`config.mk`:
```
export PLATFORM = sky130hd
export DESIGN_NAME = insn_encode
export DESIGN_NICKNAME = d
export VERILOG_FILES = /design/src/rtl/insn_encode_pkg.sv /design/src/rtl/insn_encode_fifo.sv /design/src/rtl/insn_encode.sv
export SDC_FILE = /design/constraint.sdc
export NUM_CORES = 1
export LEC_CHECK = 0
export CAP_MARGIN = 30
export CORE_MARGIN = 3
export CORE_UTILIZATION = 50
export CTS_CLUSTER_DIAMETER = 200
export DETAILED_ROUTE_END_ITERATION = 10
export PLACE_DENSITY = 0.74
export SYNTH_ARGS = -nofsm -noshare
export SYNTH_HDL_FRONTEND = slang
export SYNTH_SLANG_ARGS = --single-unit
```
`constraint.sdc`:
```
create_clock -name clk -period 13.95 [get_ports clk]
set_input_delay 2.0925 -clock clk [delete_from_list [all_inputs] [get_ports clk]]
set_output_delay 2.0925 -clock clk [all_outputs]
set_load 0.03 [all_outputs]
```
`src/rtl/insn_encode_pkg.sv`:
```
// Opcodes, instruction formats and the buffered entry type shared by the RV32I encoder and its FIFO.
// The entry is fixed at 32-bit insn/pc, so the top's DWIDTH/AWIDTH must stay at 32.
package insn_encode_pkg;

   localparam int ENC_DWIDTH = 32;
   localparam int ENC_AWIDTH = 32;

   localparam logic [6:0] OP_REG    = 7'b0110011;
   localparam logic [6:0] OP_IMM    = 7'b0010011;
   localparam logic [6:0] OP_LOAD   = 7'b0000011;
   localparam logic [6:0] OP_JALR   = 7'b1100111;
   localparam logic [6:0] OP_SYSTEM = 7'b1110011;
   localparam logic [6:0] OP_STORE  = 7'b0100011;
   localparam logic [6:0] OP_BRANCH = 7'b1100011;
   localparam logic [6:0] OP_LUI    = 7'b0110111;
   localparam logic [6:0] OP_AUIPC  = 7'b0010111;
   localparam logic [6:0] OP_JAL    = 7'b1101111;

   localparam logic [ENC_DWIDTH-1:0] INSN_NOP = 32'h0000_0013;

   typedef enum logic [2:0] {
      FMT_R,
      FMT_I,
      FMT_S,
      FMT_B,
      FMT_U,
      FMT_J,
      FMT_BAD
   } fmt_e;

   typedef struct packed {
      logic [ENC_DWIDTH-1:0] insn;
      logic [ENC_AWIDTH-1:0] pc;
      logic                  err;
   } enc_entry_t;

   function automatic fmt_e fmt_of(input logic [6:0] opcode);
      fmt_e f;
      case (opcode)
         OP_REG:                              f = FMT_R;
         OP_IMM, OP_LOAD, OP_JALR, OP_SYSTEM: f = FMT_I;
         OP_STORE:                            f = FMT_S;
         OP_BRANCH:                           f = FMT_B;
         OP_LUI, OP_AUIPC:                    f = FMT_U;
         OP_JAL:                              f = FMT_J;
         default:                             f = FMT_BAD;
      endcase
      return f;
   endfunction

endpackage

```
`src/rtl/insn_encode_fifo.sv`:
```
// First-word fall-through FIFO of encoded entries; head is visible the cycle after a push.
// The writer guarantees space, so push is unconditional; pop is valid && rdy on the head.
module insn_encode_fifo
   import insn_encode_pkg::*;
#(
   parameter int FIFO_DEPTH = 4,
   parameter int CW         = $clog2(FIFO_DEPTH) + 1
) (
   input  logic          clk,
   input  logic          rst,
   input  logic          i_push_vld,
   input  enc_entry_t    i_push_dat,
   input  logic          i_pop_rdy,
   output logic          o_head_vld,
   output enc_entry_t    o_head_dat,
   output logic [CW-1:0] o_count
);

   localparam int PW = $clog2(FIFO_DEPTH);

   enc_entry_t    r_mem [FIFO_DEPTH];
   enc_entry_t    r_last;
   logic [PW-1:0] r_wr_ptr;
   logic [PW-1:0] r_rd_ptr;
   logic [CW-1:0] r_count;
   logic          w_pop;

   assign o_head_vld = (r_count != '0);
   assign w_pop      = o_head_vld && i_pop_rdy;
   assign o_count    = r_count;
   // When drained, the outputs keep showing the last entry handed to the consumer.
   assign o_head_dat = o_head_vld ? r_mem[r_rd_ptr] : r_last;

   always_ff @(posedge clk or posedge rst) begin
      if (rst) begin
         r_wr_ptr <= '0;
         r_rd_ptr <= '0;
         r_count  <= '0;
         r_last   <= '0;
         for (int i = 0; i < FIFO_DEPTH; i++) begin
            r_mem[i] <= '0;
         end
      end else begin
         if (i_push_vld) begin
            r_mem[r_wr_ptr] <= i_push_dat;
            r_wr_ptr        <= r_wr_ptr + 1'b1;
         end
         if (w_pop) begin
            r_last   <= r_mem[r_rd_ptr];
            r_rd_ptr <= r_rd_ptr + 1'b1;
         end
         case ({i_push_vld, w_pop})
            2'b10:   r_count <= r_count + 1'b1;
            2'b01:   r_count <= r_count - 1'b1;
            default: r_count <= r_count;
         endcase
      end
   end

endmodule

```
`src/rtl/insn_encode.sv`:
```
// RV32I field-bundle encoder; define INSN_ENCODE_IMM_CHECK_EN to flag out-of-range immediates.
// Accept -> stage-1 register -> FWFT FIFO (valid_o one edge after accept); ready_o drops when FIFO + stage fill.
module insn_encode
   import insn_encode_pkg::*;
#(
   parameter int DWIDTH     = 32,
   parameter int AWIDTH     = 32,
   parameter int FIFO_DEPTH = 4
) (
   input  logic              clk,
   input  logic              rst,
   input  logic              valid_i,
   output logic              ready_o,
   input  logic [AWIDTH-1:0] pc_i,
   input  logic [6:0]        opcode_i,
   input  logic [4:0]        rd_i,
   input  logic [4:0]        rs1_i,
   input  logic [4:0]        rs2_i,
   input  logic [2:0]        funct3_i,
   input  logic [6:0]        funct7_i,
   input  logic [4:0]        shamt_i,
   input  logic [DWIDTH-1:0] imm_i,
   output logic              valid_o,
   input  logic              ready_i,
   output logic [DWIDTH-1:0] insn_o,
   output logic [AWIDTH-1:0] pc_o,
   output logic              err_o,
   output logic [15:0]       err_cnt_o
);

   localparam int          CW      = $clog2(FIFO_DEPTH) + 1;
   localparam logic [CW:0] DEPTH_V = FIFO_DEPTH[CW:0];

   fmt_e              w_fmt;
   logic              w_is_shift;
   logic [DWIDTH-1:0] w_insn;
   logic              w_bad_imm;
   logic              w_err;
   logic              w_accept;
   logic [CW-1:0]     w_count;
   logic [CW:0]       w_occupancy;
   logic              w_head_vld;
   enc_entry_t        w_head;

   logic              r_s1_vld;
   enc_entry_t        r_s1_entry;
   logic [15:0]       r_err_cnt;

   assign w_fmt      = fmt_of(opcode_i);
   assign w_is_shift = (opcode_i == OP_IMM) && (funct3_i[1:0] == 2'b01);

   always_comb begin
      w_insn = INSN_NOP;
      case (w_fmt)
         FMT_R: w_insn = {funct7_i, rs2_i, rs1_i, funct3_i, rd_i, opcode_i};
         FMT_I: begin
            if (w_is_shift) begin
               w_insn = {funct7_i, shamt_i, rs1_i, funct3_i, rd_i, opcode_i};
            end else begin
               w_insn = {imm_i[11:0], rs1_i, funct3_i, rd_i, opcode_i};
            end
         end
         FMT_S: w_insn = {imm_i[11:5], rs2_i, rs1_i, funct3_i, imm_i[4:0], opcode_i};
         FMT_B: w_insn = {imm_i[12], imm_i[10:5], rs2_i, rs1_i, funct3_i,
                          imm_i[4:1], imm_i[11], opcode_i};
         FMT_U: w_insn = {imm_i[31:12], rd_i, opcode_i};
         FMT_J: w_insn = {imm_i[20], imm_i[10:1], imm_i[11], imm_i[19:12], rd_i, opcode_i};
         default: w_insn = INSN_NOP;
      endcase
   end

`ifdef INSN_ENCODE_IMM_CHECK_EN
   logic signed [DWIDTH-1:0] w_imm_s;
   assign w_imm_s = $signed(imm_i);

   // Failing beats are still encoded (truncated); only the err flag reflects the check.
   always_comb begin
      w_bad_imm = 1'b0;
      case (w_fmt)
         FMT_I: begin
            if (w_is_shift) begin
               w_bad_imm = !((funct7_i == 7'h00) ||
                             ((funct7_i == 7'h20) && (funct3_i == 3'b101)));
            end else begin
               w_bad_imm = (w_imm_s < -2048) || (w_imm_s > 2047);
            end
         end
         FMT_S: w_bad_imm = (w_imm_s < -2048) || (w_imm_s > 2047);
         FMT_B: w_bad_imm = (w_imm_s < -4096) || (w_imm_s > 4094) || imm_i[0];
         FMT_J: w_bad_imm = (w_imm_s < -(2 ** 20)) || (w_imm_s > (2 ** 20) - 2) || imm_i[0];
         FMT_U: w_bad_imm = (imm_i[11:0] != 12'h000);
         default: w_bad_imm = 1'b0;
      endcase
   end
`else
   assign w_bad_imm = 1'b0;
`endif

   assign w_err       = (w_fmt == FMT_BAD) || w_bad_imm;
   assign w_occupancy = {1'b0, w_count} + {{CW{1'b0}}, r_s1_vld};
   assign ready_o     = (w_occupancy < DEPTH_V);
   assign w_accept    = valid_i && ready_o;

   always_ff @(posedge clk or posedge rst) begin
      if (rst) begin
         r_s1_vld   <= 1'b0;
         r_s1_entry <= '0;
         r_err_cnt  <= '0;
      end else begin
         r_s1_vld <= w_accept;
         if (w_accept) begin
            r_s1_entry.insn <= w_insn;
            r_s1_entry.pc   <= pc_i;
            r_s1_entry.err  <= w_err;
            if (w_err && (r_err_cnt != 16'hFFFF)) begin
               r_err_cnt <= r_err_cnt + 16'd1;
            end
         end
      end
   end

   insn_encode_fifo #(
      .FIFO_DEPTH (FIFO_DEPTH),
      .CW         (CW)
   ) u_fifo (
      .clk        (clk),
      .rst        (rst),
      .i_push_vld (r_s1_vld),
      .i_push_dat (r_s1_entry),
      .i_pop_rdy  (ready_i),
      .o_head_vld (w_head_vld),
      .o_head_dat (w_head),
      .o_count    (w_count)
   );

   assign valid_o   = w_head_vld;
   assign insn_o    = w_head.insn;
   assign pc_o      = w_head.pc;
   assign err_o     = w_head.err;
   assign err_cnt_o = r_err_cnt;

endmodule

```
== Yosys cells after proc, flatten, opt, wreduce, memory -nomap -nowiden ==
Index checks and enable logic that the tools add are counted.

* Add/subtract/negate cells: 6
* Magnitude comparators: 4
* Equality and inequality tests: 20
* Muxes and demuxes: 11
* Bitwise gates (word level): 2
* Reduce and logical (&&, ||, !) cells: 11

{| class="wikitable"
|+ Operators with widths
! operator !! number
|-
| bitwise mux 260 bit || 1
|-
| 2-to-1 mux 65 bit || 4
|-
| case mux 32 bit (6 select lines) || 1
|-
| binary-select mux 65 bit (select 2 bit) || 1
|-
| demux 65 bit (select 2 bit) || 1
|-
| 2-to-1 mux 32 bit || 1
|-
| equality test 7 bit (second input constant) || 4
|-
| equality test 7 x 6 -> 1 bit (second input constant) || 3
|-
| case mux 3 bit (6 select lines) || 1
|-
| adder 16 x 1 -> 16 bit (second input constant) || 1
|-
| != test 16 bit (second input constant) || 1
|-
| equality test 7 x 5 -> 1 bit (second input constant) || 2
|-
| equality test 3 bit (second input constant) || 3
|-
| equality test 7 x 2 -> 1 bit (second input constant) || 1
|-
| equality test 3 x 2 -> 1 bit (second input constant) || 2
|-
| >= comparator 3 bit (second input constant) || 2
|-
| NOT 2 -> 3 bit || 2
|-
| case mux 3 bit (2 select lines) || 1
|-
| logical AND 1 bit || 5
|-
| adder 2 x 1 -> 2 bit (second input constant) || 2
|-
| adder 3 x 1 -> 4 bit || 1
|-
| equality test 2 x 1 -> 1 bit (second input constant) || 2
|-
| less-than comparator 4 x 3 -> 1 bit (second input constant) || 1
|-
| OR reduction 4 bit || 1
|-
| 10 further kinds || 10
|}

* Flip-flop bits (word level): 414
* Output and inout bits: 83
* Word-level logic and storage cells: 77

== Longest topological paths before layout ==
Gate-level depths: netlist (run 1).

* Depth in word-level cells: 6
* Gate-level depth with buffers: 11
* Gate-level depth less buffers: 10

== By module ==
Synthesis (run 1) repeated with hierarchy kept, for this count alone.

* Cells, all modules: 1295
* Area total of the unflattened synthesis: 18740.5 sq um

{| class="wikitable"
|+ By module, submodules not included
! module !! times used !! cells an instance !! area each (sq um) !! seq. area each (sq um)
|-
| insn_encode_fifo || 1 || 876 || 14725.4 || 8308.0
|-
| insn_encode || 1 || 419 || 4015.1 || 2052.0
|}

== Least setup slack after synthesis (run 1) ==
Ideal clock, no wire load.

* Path kind: input-to-reg
* Start point: input opcode_i[4]
* End point: register r_err_cnt[14] (netlist: err_cnt_o[14])
* Library setup time: 134 ps
* Arrival time: 3918 ps
* Setup slack: 9898 ps
* Cell stages on the path: 9
* Cells stage by stage: buf_4 -> and4b_1 -> o2111ai_4 -> ha_1 -> nand2_2 -> o21a_2 -> nor4_4 -> nand4_1 -> xnor2_1

* Cells in the longest elaborated chain, start to end: 6
* Elaborated cells on any way between the ends: 16
* Classes of those cells: eq/ne (11); mux (1); reduce/logical (4)

{| class="wikitable"
|+ RTL lines
! item !! RTL line !! text
|-
| start: declaration || insn_encode.sv:15 || <nowiki>input logic [6:0] opcode_i,</nowiki>
|-
| equality test 7 x 5 -> 1 bit, or another cell as far along || insn_encode_pkg.sv:39 || <nowiki>case (opcode)</nowiki>
|-
| OR reduction 4 bit / OR reduction 2 bit (equally long branches) || insn_encode_pkg.sv:39 ||
|-
| case mux 3 bit (6 select lines) * || insn_encode_pkg.sv:39 ||
|-
| equality test 3 bit * || insn_encode.sv:99 || <nowiki>assign w_err = (w_fmt == FMT_BAD) || w_bad_imm;</nowiki>
|-
| logical AND 1 bit * || insn_encode.sv:115 || <nowiki>if (w_err && (r_err_cnt != 16'hFFFF)) begin</nowiki>
|-
| AND reduction 2 bit (no line) * || n/a ||
|-
| end signal: assignment || insn_encode.sv:116 || <nowiki>r_err_cnt <= r_err_cnt + 16'd1;</nowiki>
|-
| end: declaration || insn_encode.sv:47 || <nowiki>logic [15:0] r_err_cnt;</nowiki>
|}

Mark *: on every way between the ends. The rest lies on a longest branch, timed or not.
A chain may end at the register's enable or synchronous reset.

== Worst setup path after layout (run 1) ==
* Start point: register u_fifo.r_rd_ptr[1]
* End point: output pc_o[28]

* Cells in the longest elaborated chain, start to end: 5

{| class="wikitable"
|+ RTL lines
! item !! RTL line !! text
|-
| start: declaration || insn_encode_fifo.sv:24 || <nowiki>logic [PW-1:0] r_rd_ptr;</nowiki>
|-
| start signal: assignment || insn_encode_fifo.sv:50 || <nowiki>r_rd_ptr <= r_rd_ptr + 1'b1;</nowiki>
|-
| NOT 2 -> 3 bit (not written as such) || insn_encode_fifo.sv:32 || <nowiki>assign o_head_dat = o_head_vld ? r_mem[r_rd_ptr] : r_last;</nowiki>
|-
| binary-select mux 65 bit (select 2 bit) || insn_encode_fifo.sv:32 ||
|-
| 2-to-1 mux 65 bit (not written as such) (2 in a row) || insn_encode_fifo.sv:32 ||
|-
| 2-to-1 mux 65 bit || insn_encode_fifo.sv:32 ||
|-
| end: declaration || insn_encode.sv:26 || <nowiki>output logic [AWIDTH-1:0] pc_o,</nowiki>
|}

Every way passes these cells. The select of a mux whose other input is x is not followed.

==> results by group, run 1 <==
Floorplanning
  – Die X: 200 um
  – Die height: ~200 um
  – Core area: about 37000 um^2
  – Row cnt: 70
  – Die area: about 40000 um^2
  – Top-Level Pins: approximately 190
  – Initial core utilization: 51.1%

Critical path
  – Worst path max stage delay: approximately 0.76 ns
  – Critical path class: reg2out
  – CP required: around 12 ns
  – Max FO, Critical Path: 41
  – CP delay by family, top: buffers and inverters
  – Worst EP arrival: about 3.6 ns
  – Startpoint types: register
  – Slowest CP cell: dfrtp_4
  – Element type at the critical path end: primary output
  – Worst path cell trace: buf_4 > mux4_2 > mux2_2 > clkdlybuf4s50_1
  – CP bufs+invs: 2

Global routing
  – Number of global-route vias before repair: between 10000 and 15000
  – Initial antenna violation count: 0
  – First-pass GRT wire length: 70800 um
  – Gr ovfl total: 0
  – Total GRT Usage: a little under a quarter
  – Largest net degree at the start of global routing: roughly 110

Outcome
  – Status: completed

Final layout
  – Non-Filler Instances: ~2100
  – Final instance area: 22700 um^2
  – Ant. Diodes: 0
  – Fillers: 2885
  – Multi-input gate area: 8050 um^2
  – Area growth from synthesis to layout: 20.8%
  – Final #Nets: 1727
  – Sequential Area: 10400 um^2
  – Ratio of cells with drive above 1 in the final layout: between 30 and 40%

STA
  – RSZ-0062 raised after global routing: no
  – Setup-failing EPs final: 0
  – Final hold violations: 0
  – Fin worst setup slack: 8.31 ns
  – Max_slew headroom: a little under two fifths
  – Skew final: between 0.01 and 0.015 ns
  – Fmax: about 180 MHz
  – Min Tclk post-route: roughly 5.6 ns
  – Period Utilization, post-route: around two fifths
  – Hold_ws: 0.472 ns
  – Least-Margin Pin Slew: around 0.94 ns
  – Slew Limit Fails: 0
  – Final setup TNS: 0 ns

Place
  – Area after DPL: 21200 um^2
  – DPL Wire Length: approximately 27000 um
  – Dpl ws: about 8.8 ns
  – Dpl cells: between 2000 and 2500
  – Placer Congestion: between 0.8 and 0.9
  – IO Port Bufs: 187

Power and ir drop
  – Worst VDD drop: around 0.14 mV
  – Clock power frac: 24.7%
  – Seq pwr share: between 30 and 40%
  – Net Sw Power: between 1.5 and 2 mW
  – PD cells: between 200 and 250 nW/um^2
  – Combinational fraction of design power: 36.8%
  – Switching share of power: 34.1%
  – Leak Pwr: between 10 and 15 nW
  – Total internal power: ~3.1 mW

Yosys
  – Commonest cells post-synth: dfrtp_1, nand2_1, mux2_2
  – Seq/Total Area, Yosys: between 50% and 60%
  – Syn Inst Count: roughly 1400
  – Yosys top cell area share: a little under three fifths
  – Syn. warnings: 0
  – Top_reg_cell synth: dfrtp_1
  – Post-Syn Nets: about 1600
  – Synthesized area: between 15000 and 20000 um^2
  – Library cells used by synthesis: slightly below 70
  – Post-synth ARST share: 100%
  – Flops & latches, synth: 414
  – Top cells by area, synth: dfrtp_1, mux2_2, mux4_2
  – EDFF count, synth: 0
  – Mean post-synth cell area: 13.0 um^2
  – Top-count cell post-synth: dfrtp_1
  – Leading area contributor after synthesis: dfrtp_1

Detailed routing
  – TritonRoute pass-1 iters: 6
  – Vias after detailed routing: between 10000 and 15000
  – DR vias/cell: 5.72
  – Drt initial violations: approximately 600
  – Routed WL: roughly 44000 um
  – Per-cell routed wire length: between 20 and 25 um
  – Final ANT Viol Nets: 0
  – Drt drc: 0

Min path
  – HP Class: reg2reg

Clock network
  – CTS Buf Count: 44
  – Clock latency on the worst-skew pair: approximately 0.55 ns
  – CTS Hold Bufs: 0
  – Setup Fix Bufs, Post-CTS: 0
  – CTS resizes: 0
  – CTS tree: done
  – CTS clock-pin slew for the worst setup and hold paths: ~0.06 ns
  – H-tree levels: 2
  – # clock sinks: around 410
  – Clk buf depth: 3
  – Root buf cell: clkbuf_16

Job
  – Max-cap viol count: 0
==> final timing paths <==
check                              startpoint           endpoint  slack (ns)  depth (start not counted)
max                        u_fifo.r_rd_ptr[1]           pc_o[28]        8.31                          4
min                         u_fifo.r_last[35]  u_fifo.r_last[35]        0.47                          2
max reg2reg                          r_s1_vld       err_cnt_o[1]       11.00                          6
min reg2reg                 u_fifo.r_last[35]  u_fifo.r_last[35]        0.47                          2
max in group asynchronous                 rst   u_fifo.r_last[5]        9.93                          5
min in group asynchronous                 rst  u_fifo.r_last[34]        2.09                          2
==> registers in the layout, indices dropped and copies added (netlist names) <==
signal           count
err_cnt_o           16
r_s1_entry          65
r_s1_vld             1
u_fifo.o_count       3
u_fifo.r_last       65
u_fifo.r_mem       260
u_fifo.r_rd_ptr      2
u_fifo.r_wr_ptr      2
==> per-layer routing <==
layer	global-route usage, %	part of all wire, %	vias up
met1	31.6	44	6289
met3	3.86	5.2	58
met5	0	0	-
met2	37.4	49	315
met4	6.07	1.8	0
li1	-	-	5429
==> power groups by stage <==
stage | combinational [mW] | sequential (mW) | clock, mW
after floorplan | 1.25 | 1.73 | 0
after global placement | 1.70 | 1.81 | 0
after detailed placement | 1.75 | 1.84 | 0
after CTS | 1.76 | 1.82 | 1.20
after global routing | 1.88 | 1.87 | 1.25
final | 1.74 | 1.82 | 1.17
==> cells in the final DEF, fill, tap and decap left out, types with 9 or more instances in the layout <==
master	netlist	layout
buf_4	2	11
nand3_1	9	9
nand2_1	347	341
o21ai_1	13	13
mux4_2	65	65
inv_1	14	11
xnor2_1	14	14
mux2_2	327	327
mux2i_1	15	15
nor2_1	28	28
clkdlybuf4s50_1	0	187
clkbuf_16	0	45
dfrtp_1	414	412
clkbuf_1	40	11
a222oi_1	9	9
clkbuf_8	0	9
==> per-stage QoR <==
step	power [mW]	utilization, %
after global placement	3.51	57.1
after detailed placement	3.59	57.5
after CTS	4.78	61.5
after global routing	5.00	61.7
final	4.73	61.7
after floorplan	2.98	-
==> cell families after synthesis <==
logic type,Yosys count,synth area share (%)
XOR/XNOR,20,0.933
buffers and inverters,100,2.26
AO/OA/AOI/OAI,72,3.04
adder cells (fa/ha/maj),8,0.573
flip-flops,414,55.2
multiplexers,409,28.3
AND/OR/NAND/NOR,423,9.70
==> area by class of cell <==
cell class | instances | share of cell area [%]
sequential | 414 | 45.7
timing repair buffer | 207 | 9.58
tap | 468 | 2.58
multi-input combinational | 932 | 35.5
clock buffer | 65 | 5.69
inverter | 15 | 0.281
clock inverter | 14 | 0.690
==> worst min-delay path, stage by stage, from the launching register on <==
cell and delay (ns):
dfrtp_1 0.34, nand2_1 0.05, nand2_1 0.05
Power figures use the tool's default switching activity.
==> run 2, diff against run 1 <==
Clock period 13.95 ns to 4.7 ns, I/O delays scaled along.
==> results by group, run 2 (same netlist as run 1, synthesis figures left out) <==
Place
  – Dpl ws: 0.914 ns (-7.86 ns)
  – IO Port Bufs: 187 (unchanged)
  – DPL Wire Length: 27400 um (+0.32%)
  – Area after DPL: 21300 um^2 (+0.83%)
  – Placer Congestion: 0.893 (+10%)
  – Dpl cells: 2042 (+0.44%)

Clock network
  – CTS resizes: 0 (unchanged)
  – Clock latency on the worst-skew pair: 0.56 ns (about the same)
  – H-tree levels: 2 (unchanged)
  – CTS Hold Bufs: 0 (unchanged)
  – CTS tree: done
  – # clock sinks: 414 (unchanged)
  – Clk buf depth: 3 (unchanged)
  – Setup Fix Bufs, Post-CTS: 0 (unchanged)
  – CTS clock-pin slew for the worst setup and hold paths: 0.06 ns (about the same)
  – CTS Buf Count: 44 (unchanged)
  – Root buf cell: clkbuf_16

Critical path
  – Startpoint types: register
  – CP required: 3.99 ns (-7.87 ns)
  – Element type at the critical path end: primary output
  – Max FO, Critical Path: 22 (-46%)
  – Worst EP arrival: 3.09 ns (-0.46 ns)
  – Critical path class: reg2out

Detailed routing
  – Final ANT Viol Nets: 0 (unchanged)
  – Routed WL: 43100 um (-1.6%)
  – Vias after detailed routing: 11900 (-1.3%)
  – Per-cell routed wire length: 20.3 um (-1.8%)
  – TritonRoute pass-1 iters: 8 (+2)
  – Drt drc: 0 (unchanged)
  – Drt initial violations: 618 (+3.3%)
  – DR vias/cell: 5.63 (-1.5%)

Final layout
  – Commonest cells after routing, fill and taps aside: dfrtp_1, nand2_1, mux2_2
  – Max FFs per register: 260 (unchanged)
  – Commonest non-fill, non-tap cell in the layout: dfrtp_1
  – Fillers: 2875 (-0.35%)
  – Ratio of cells with drive above 1 in the final layout: 31.5% (+0.21 points)
  – Final #Nets: 1733 (+0.35%)
  – Top flop regs: u_fifo.r_mem: 260 flops, r_s1_entry: 65 flops, u_fifo.r_last: 65 flops
  – Non-Filler Instances: 2120 (+0.24%)
  – Area growth from synthesis to layout: 21.2%
  – Sequential Area: 10400 um^2 (unchanged)
  – Util after Layout: 61.9% (+0.21 points)
  – Ant. Diodes: 0 (unchanged)
  – Multi-input gate area: 8050 um^2 (unchanged)
  – Largest Register: u_fifo.r_mem
  – Final instance area: 22800 um^2 (+0.35%)

Global routing
  – Largest net degree at the start of global routing: 91 (-19%)
  – Total GRT Usage: 22.2% (-0.39 points)
  – Number of global-route vias before repair: 12800 (+0.35%)
  – First-pass GRT wire length: 69900 um (-1.2%)
  – Initial antenna violation count: 0 (unchanged)
  – Gr ovfl total: 0 (unchanged)

Power and ir drop
  – Worst VDD drop: 0.397 mV (+180%)
  – Leak Pwr: 10.7 nW (+0.44%)
  – PD cells: 614 nW/um^2 (+190%)

STA
  – Final setup TNS: 0 ns (unchanged)
  – Slew Limit Fails: 0 (unchanged)
  – Max_slew headroom: 38.4% (+0.81 points)
  – Period Utilization, post-route: just over 80%
  – Final hold violations: 0 (unchanged)
  – Min Tclk post-route: ~3.8 ns
  – Fmax: around 260 MHz
  – Least-Margin Pin Slew: 0.924 ns (-0.0122 ns)
  – Skew final: 0.0215 ns (+0.00958 ns)
  – RSZ-0062 raised after global routing: no
  – Setup-failing EPs final: 0 (unchanged)
  – Fin worst setup slack: 0.906 ns (-7.40 ns)

Floorplanning
  – Die area: 39900 um^2 (unchanged)
  – Row cnt: 70 (unchanged)
  – Top-Level Pins: 188 (unchanged)
  – Die height: 200 um (unchanged)
  – Core area: 36800 um^2 (unchanged)
  – Die X: 200 um (unchanged)
  – Initial core utilization: 51.1% (unchanged)

Job
  – Max-cap viol count: 0 (unchanged)

Min path
  – HP Class: in2async

Outcome
  – Status: completed
## run 2: final timing paths
check	startpoint	to	slack, ns	cells after the start
min reg2reg	u_fifo.r_last[30]	u_fifo.r_last[30]	0.47	2
max	u_fifo.r_rd_ptr[0]	insn_o[24]	0.91	4
min	rst	u_fifo.r_mem[163]	0.44	2
max reg2reg	r_s1_vld	r_s1_entry[34]	1.71	6
min in group clk	u_fifo.r_last[30]	u_fifo.r_last[30]	0.47	2
max in group asynchronous	rst	u_fifo.r_mem[125]	3.41	4
## run 2: report_power, final
group          switching [mW]  total [mW]  leakage [nW]  internal, mW
Combinational            2.57        5.16          4.60          2.58
Clock                    1.39        3.41         0.706          2.02
Sequential              0.798        5.42          5.40          4.62
## run 2: worst max-delay path, cell delays in order, from the launching register on
cell             delay, ns
dfrtp_4               0.71
buf_4                 0.34
mux4_2                0.54
mux2_2                0.29
clkdlybuf4s50_1       0.64
## run 2: cell type report
| class | instances | share of cell area [%] |
|---|---|---|
| Sequential cell | 414 | 45.5 |
| Tap cell | 468 | 2.57 |
| Timing Repair Buffer | 213 | 10.0 |
| Multi-Input combinational cell | 932 | 35.3 |
| Inverter | 15 | 0.264 |
| Clock inverter | 15 | 0.759 |
| Clock buffer | 63 | 5.50 |
## run 2: stage by stage
stage	hold WS (ns)	total power [mW]
global route	0.453	14.8
global placement	0.453	10.5
detailed placement	0.458	10.7
floorplan	0.442	8.85
CTS	0.410	14.2
finish	0.444	14.0
## run 2: routing by layer
layer  vias to the layer above  GRT usage (%)  part of all wire [%]
met5                         -              0                     0
met4                         0           5.07                   1.7
met1                      6138           30.5                    44
met2                       313           37.2                    49
li1                       5431              -                     -
met3                        55           4.57                   5.1
==> run 3, diff against run 2 <==
Clock period 4.7 ns to 3.43 ns, I/O delays scaled along.
==> results by group, run 3 (same netlist as run 1, synthesis figures left out) <==
Outcome
  – Status: completed

Floorplanning
  – Top-Level Pins: 188 (unchanged)
  – Initial core utilization: 51.1% (unchanged)
  – Die X: 200 um (unchanged)
  – Die height: 200 um (unchanged)
  – Die area: 39900 um^2 (unchanged)
  – Core area: 36800 um^2 (unchanged)
  – Row cnt: 70 (unchanged)

Critical path
  – Max FO, Critical Path: 42 (+91%)
  – Critical path class: reg2out
  – Worst path cell trace: or3_4 > buf_16 > mux2_2 > clkdlybuf4s50_1
  – Worst path max stage delay: 0.67 ns (-0.04 ns)
  – CP required: 2.92 ns (-1.07 ns)
  – Slowest CP cell: clkdlybuf4s50_1
  – Startpoint types: register
  – Worst EP arrival: 2.85 ns (-0.24 ns)
  – Element type at the critical path end: primary output

Global routing
  – Gr ovfl total: 0 (unchanged)
  – Largest net degree at the start of global routing: 78 (-14%)
  – Initial antenna violation count: 0 (unchanged)
  – Number of global-route vias before repair: 12600 (-1.8%)
  – Total GRT Usage: 22.1% (-0.19 points)
  – First-pass GRT wire length: 69600 um (-0.44%)

Detailed routing
  – TritonRoute pass-1 iters: 5 (-3)
  – Drt initial violations: 635 (+2.8%)
  – DR vias/cell: 5.62 (-0.25%)
  – Final ANT Viol Nets: 0 (unchanged)
  – Vias after detailed routing: 12000 (+0.36%)
  – Per-cell routed wire length: 20.4 um (+0.20%)
  – Routed WL: 43500 um (+0.82%)
  – Drt drc: 0 (unchanged)

Clock network
  – Root buf cell: clkbuf_16
  – H-tree levels: 2 (unchanged)
  – CTS tree: done
  – Clock latency on the worst-skew pair: 0.53 ns (-0.03 ns)
  – # clock sinks: 414 (unchanged)
  – CTS Buf Count: 45 (+2.3%)
  – CTS clock-pin slew for the worst setup and hold paths: 0.06 ns (about the same)
  – Clk buf depth: 3 (unchanged)

Final layout
  – Fillers: 2801 (-2.6%)
  – Util after Layout: 62.1% (+0.25 points)
  – Final #Nets: 1744 (+0.63%)
  – Top flop regs: u_fifo.r_mem: 260 flops, r_s1_entry: 65 flops, u_fifo.r_last: 65 flops
  – Largest Register: u_fifo.r_mem
  – Ant. Diodes: 0 (unchanged)
  – Multi-input gate area: 8050 um^2 (unchanged)
  – Commonest non-fill, non-tap cell in the layout: dfrtp_1
  – Area growth from synthesis to layout: 21.7%
  – Max FFs per register: 260 (unchanged)
  – Commonest cells after routing, fill and taps aside: dfrtp_1, nand2_1, mux2_2
  – Ratio of cells with drive above 1 in the final layout: 31.7% (+0.23 points)
  – Sequential Area: 10400 um^2 (unchanged)

STA
  – Period Utilization, post-route: about 98%
  – Min Tclk post-route: between 3 and 4 ns
  – Fin worst setup slack: 0.0695 ns (-0.837 ns)
  – Max_slew headroom: 38.9% (+0.54 points)
  – Slew Limit Fails: 0 (unchanged)
  – Least-Margin Pin Slew: 0.916 ns (-0.00803 ns)
  – Skew final: 0.0179 ns (-0.00359 ns)
  – Final hold violations: 0 (unchanged)
  – RSZ-0062 raised after global routing: no
  – Fmax: slightly below 300 MHz
  – Setup-failing EPs final: 0 (unchanged)

Place
  – Dpl ws: 0.240 ns (-0.674 ns)
  – IO Port Bufs: 187 (unchanged)
  – DPL Wire Length: 27400 um (+0.25%)
  – Placer Congestion: 0.885 (-0.95%)

Min path
  – HP Class: in2async

Power and ir drop
  – PD cells: 846 nW/um^2 (+38%)
  – Total power: 19.3 mW (+38%)
  – Leak Pwr: 10.8 nW (+1.1%)
  – Worst VDD drop: 0.623 mV (+57%)

Job
  – Max-cap viol count: 0 (unchanged)
-- run 3: cell type report --
type | instances | area share (%)
Clock inverter | 9 | 0.482
Tap cell | 468 | 2.56
Multi-Input combinational cell | 932 | 35.2
Sequential cell | 414 | 45.4
Inverter | 15 | 0.263
Timing Repair Buffer | 223 | 10.2
Clock buffer | 72 | 5.90
-- run 3: what timing repair did --
action	CTS	global route
setup endpoints to repair	1	5
setup buffers	3	0
hold buffers	0	0
pin swaps	0	1
resized for setup	0	4
gates cloned	0	0
-- run 3: metal layers --
layer  wire length (um)  GRT usage [%]  up-vias
met5                  0              0        -
met4                556           3.90        0
met3               2050           3.49       52
met2              21400           37.0      311
met1              19500           31.3     6166
li1                   -              -     5451
-- run 3: final timing paths --
check,startpoint,end,slack (ns),cells past startpoint
max in group asynchronous,rst,u_fifo.r_mem[198],2.05,4
max reg2reg,r_s1_vld,err_cnt_o[14],1.05,6
max,u_fifo.o_count[1],insn_o[23],0.07,4
min in group clk,u_fifo.r_last[12],u_fifo.r_last[12],0.47,2
min reg2reg,u_fifo.r_last[12],u_fifo.r_last[12],0.47,2
min,rst,u_fifo.r_last[39],0.41,2
-- run 3: through the flow --
stage	cells	cell area (um^2)	hold slack (ns)	setup TNS, ns
6_report	2133	22900	0.407	0
5_1_grt	2133	22900	0.436	0
4_1_cts	2133	22800	0.387	0
3_5_place_dp	2049	21400	0.458	0
3_3_place_gp	2048	21300	0.453	0
2_1_floorplan	1446	18800	0.442	-1103.76
-- run 3: critical path: cells and delay by family, from the launching register on --
| kind | cells | cell delay, ns |
|---|---|---|
| buffers and inverters | 2 | 0.95 |
| muxes | 1 | 0.30 |
| and+or+nand+nor | 1 | 0.60 |
| DFF | 1 | 0.40 |
-- run 3: where the power goes --
| group | switching, mW | leakage [nW] | internal (mW) |
|---|---|---|---|
| combinational | 3.74 | 4.71 | 3.61 |
| sequential | 0.913 | 5.40 | 6.33 |
| clock | 1.89 | 0.717 | 2.84 |
